===== config.mk =====
export PLATFORM = sky130hd
export DESIGN_NAME = rr_arb10
export DESIGN_NICKNAME = d
export VERILOG_FILES = /design/src/rtl/rr_arb10.sv
export SDC_FILE = /design/constraint.sdc
export NUM_CORES = 1
export LEC_CHECK = 0
export BUFFER_PORTS_ARGS = -buffer_cell sky130_fd_sc_hd__buf_2
export CORE_AREA = 3 3 107 109
export DETAILED_ROUTE_END_ITERATION = 16
export DIE_AREA = 0 0 110 112
export PLACE_DENSITY = 0.66
export SYNTH_ARGS = -nofsm -noshare
export SYNTH_HDL_FRONTEND = slang
export SYNTH_SLANG_ARGS = --single-unit

===== constraint.sdc =====
create_clock -name CK -period 13 [get_ports CK]
set_input_delay 0 -clock CK [delete_from_list [all_inputs] [get_ports CK]]
set_output_delay 0 -clock CK [all_outputs]
set_load 0.05 [all_outputs]

===== src/rtl/rr_arb10.sv =====
// Ten-requester round-robin arbiter with registered one-hot grant and an
// optional hold timeout that forces the owner off the resource.
module rr_arb10 #(
  parameter int NREQ    = 10,
  parameter int MAXHOLD = 16
) (
  input  logic            CK,
  input  logic            CD,
  input  logic [NREQ-1:0] REQ,
  input  logic            DONE,
  output logic [NREQ-1:0] GNT,
  output logic [3:0]      GNTID,
  output logic            BUSY,
  output logic            TIMEOUT,
  output logic            IDLE
);

  localparam logic [0:0] ARB   = 1'b0;
  localparam logic [0:0] GRANT = 1'b1;

  logic [0:0] state;
  logic [3:0] ptr;
  logic [7:0] tmr;

  logic       found;
  logic [3:0] win;
  logic [4:0] sum;
  logic [3:0] idx;
  logic       own_req;
  logic       tmo_hit;
  logic       release_now;

  // Rotating search: first set request starting at ptr, wrapping at NREQ.
  always_comb begin
    found = 1'b0;
    win   = 4'd0;
    sum   = 5'd0;
    idx   = 4'd0;
    for (int i = 0; i < NREQ; i++) begin
      sum = {1'b0, ptr} + 5'(i);
      if (sum >= 5'(NREQ)) sum = sum - 5'(NREQ);
      idx = sum[3:0];
      if (!found && REQ[idx]) begin
        found = 1'b1;
        win   = idx;
      end
    end
  end

  assign own_req     = REQ[GNTID];
  assign tmo_hit     = (MAXHOLD != 0) && (tmr == 8'(MAXHOLD - 1));
  assign release_now = !own_req || DONE || tmo_hit;

  always_ff @(posedge CK or posedge CD) begin
    if (CD) begin
      state   <= ARB;
      ptr     <= 4'd0;
      tmr     <= 8'd0;
      GNT     <= '0;
      GNTID   <= 4'd0;
      TIMEOUT <= 1'b0;
    end else begin
      TIMEOUT <= 1'b0;
      case (state)
        ARB: begin
          if (found) begin
            GNT   <= {{(NREQ-1){1'b0}}, 1'b1} << win;
            GNTID <= win;
            tmr   <= 8'd0;
            state <= GRANT;
          end
        end
        default: begin
          if (release_now) begin
            GNT     <= '0;
            GNTID   <= 4'd0;
            ptr     <= (GNTID == 4'(NREQ - 1)) ? 4'd0 : GNTID + 4'd1;
            // Only a pure timer expiry counts as a forced release.
            TIMEOUT <= tmo_hit && own_req && !DONE;
            state   <= ARB;
          end else if (tmr != 8'hFF) begin
            tmr <= tmr + 8'd1;
          end
        end
      endcase
    end
  end

  assign BUSY = |GNT;
  assign IDLE = ~|REQ;

endmodule


==> results.md <==
- CTS Buf Count: 3
- Die height: 112 um
- Antenna violations before repair: 0
- Worst Hold Class: in -> async
- Status: finished with violations
- Die footprint: 0.0123 sq mm
- Final period util: 41.5%
- WP data required: 13.23 ns
- Share of cells above drive strength 1: 15.4%
- Final Hold Viols: 28
- Final Max Slew Viols: 0
- Netlist Area Pre-Place: 0.00418 sq mm
- Max-Cap Viols: 0
- Drt first pass iters: 5
- Failing checks: hold timing
- Critical path startpoint category: flip-flop
- CP startpoint: ptr[1]
- HPWL Detailed: 9380 um
- Largest net degree at the start of global routing: 40
- Primary FF master, synth: dfrtp_1
- WL per Instance: 18.3 um
- Register bit total from synthesis: 28
- Synth-to-Final Area Change: 7.73%
- Syn Inst Count: 516
- Clock Skews: 0.00283 ns
- Syn Nets: 552
- Fin crit period: 5.39 ns
- Slew Limit Headroom: 26.1%
- I/O pins: 30
- Fmax: 185 MHz
- Post-synthesis sequential area ratio: 16.8%
- Total gr overflow: 0
- DRT Wirelength: 12300 um
- GR Util All Layers: 19.6%
- Max H-tree Level: 1
- Post-synth EDFFs: 0
- Clk_lat worst skew: 0.28 ns
- Syn. warnings: 0
- DRT antenna net count: 0
- Critical Path End Type: flip-flop
- DR vias: 4177
- Ys async rst share: 100%
- Die Wd: 110 um
- RR Startpoint: ptr[1]
- CP arrival: 5.62 ns
- CTS tree: built
- CTS Sinks: 28
- Cells resized by post-CTS repair: 0
- Max Root-Sink Buffers: 2
- Hold WS: -0.0198 ns
- Top cells by area, synth: dfrtp_1 (17%), ha_1 (6.6%), mux2i_1 (6.0%)
- Clock transition at path regs: 0.10 ns
- Path type of the worst setup path: reg -> reg
- Met2 Use GR: 32.4%
- Fin nets: 568
- Syn Area/Cell: 8.10 sq um
- Netlist cell types: 86
- Antenna cells: 0
- Drt drc: 0
- Port Buffers: 29
- Setup_tns: 0 ns
- DR vias/cell: 6.23
- Yosys top cell area share: 16.8%
- Root buffer cell: clkbuf_8
- Worst slew pin tran: 1.11 ns
- Grt met1 use: 26.9%
- Starting Density: 39.1%
- CP Max Fanout: 13
- DRT iter0 DRCs: 334
- RSZ-0062 raised after global routing: no
- Gpl congestion: 0.988
- Most common cell after layout, fill and taps aside: nand2_1
- Vias in the first global route: 3910
- Leading area contributor after synthesis: dfrtp_1
- Grt peak-use layer: met2
- Most frequent cells in the layout: nand2_1 (44), nor2_1 (36), a21oi_1 (29), buf_2 (29), dfrtp_1 (28)
- Number of core rows: 38
- GR Util met3: 2.55%
- Core Area: 0.0107 sq mm
- First-pass GRT wire length: 19600 um
- Final setup fails: 0
==> cell usage after synthesis (all sizes together) (3+ instances only) <==
library cell and count:
nand2 44, nor2 37, a21oi 31, dfrtp 28, o21ai 27, mux2i 25
inv 24, ha 22, xnor2 17, clkbuf 14, and2 12, o211ai 12
nand3 11, nor3 11, buf 10, nand2b 10, nor4 10, mux2 9
a211oi 8, a21o 8, mux4 8, nor2b 8, or3 8, nor3b 7
o31ai 7, and3 6, or4 6, a2111oi 5, a22o 5, a32o 5
nand3b 5, o21a 5, o21bai 5, a31o 4, a31oi 4, o32ai 4
or2 4, a221oi 3, a22oi 3, a311oi 3
==> worst paths after layout <==
check	endpoint	slack [ns]	cells after the start
worst max-delay path	GNT[0]	7.61	14
worst min-delay path	GNTID[1]	-0.02	2
worst max register to register	GNT[0]	7.61	14
worst min register to register	GNT[2]	0.52	2
max in group asynchronous	ptr[2]	12.35	2
min in group CK	TIMEOUT	0.29	5
==> logic make-up after synthesis <==
group	count (synthesis)	synth area share (%)
multiplexers	42	12.8
AND/OR/NAND/NOR	191	24.6
XOR/XNOR	19	4.52
buffers and inverters	49	5.03
flip-flops	28	16.8
adder cells (fa/ha/maj)	23	7.07
AO/OA/AOI/OAI	164	29.2
==> what timing repair did <==
item	in CTS	in global routing
hold buffers	1	0
setup buffers	0	0
hold endpoints to repair	1	0
==> registers in the layout, indices dropped and copies added (netlist names) <==
| register | cells |
|---|---|
| GNT | 10 |
| ptr | 4 |
| TIMEOUT | 1 |
| tmr | 8 |
| state | 1 |
| GNTID | 4 |
==> layout make-up <==
type | instances | area, sq um
Inverter | 25 | 93.8
Multi-Input combinational cell | 439 | 3270
Sequential cell | 28 | 701
Timing Repair Buffer | 35 | 193
Fill cell | 1073 | 6200
Clock inverter | 1 | 30.0
Clock buffer | 3 | 41.3
Tap cell | 140 | 175
==> per-layer routing <==
| layer | vias up | wire, um |
|---|---|---|
| li1 | 1998 | - |
| met1 | 2025 | 5570 |
| met2 | 136 | 5860 |
| met3 | 18 | 608 |
| met4 | 0 | 224 |
| met5 | - | 0 |
==> per-stage QoR <==
step	util, %	hold WS [ns]	cells	worst slack (ns)	cell area (sq um)
after floorplan	-	0.0654	516	8.05	4180
after detailed placement	41.3	0.277	666	7.64	4420
after global placement	41.3	0.283	666	7.79	4420
after global routing	42.1	0.0498	671	7.19	4500
final	42.1	-0.0198	671	7.61	4500
after CTS	42.1	0.0210	671	7.61	4500
==> critical path, cell delays in order, from the launching register on <==
cell      delay, ns
dfrtp_1        0.39
inv_1          0.32
ha_1           0.46
xor2_2         0.32
ha_1           0.34
inv_1          0.12
a211oi_2       0.27
a21oi_2        0.09
xnor2_1        0.21
o2111a_1       0.35
or4_1          0.63
or3_4          0.45
o31ai_2        0.69
o21a_1         0.48
a22o_1         0.22
Power is left out: the tool's default activity adds up to more than one toggle a clock period on the data nets, which glitch-free logic cannot reach.
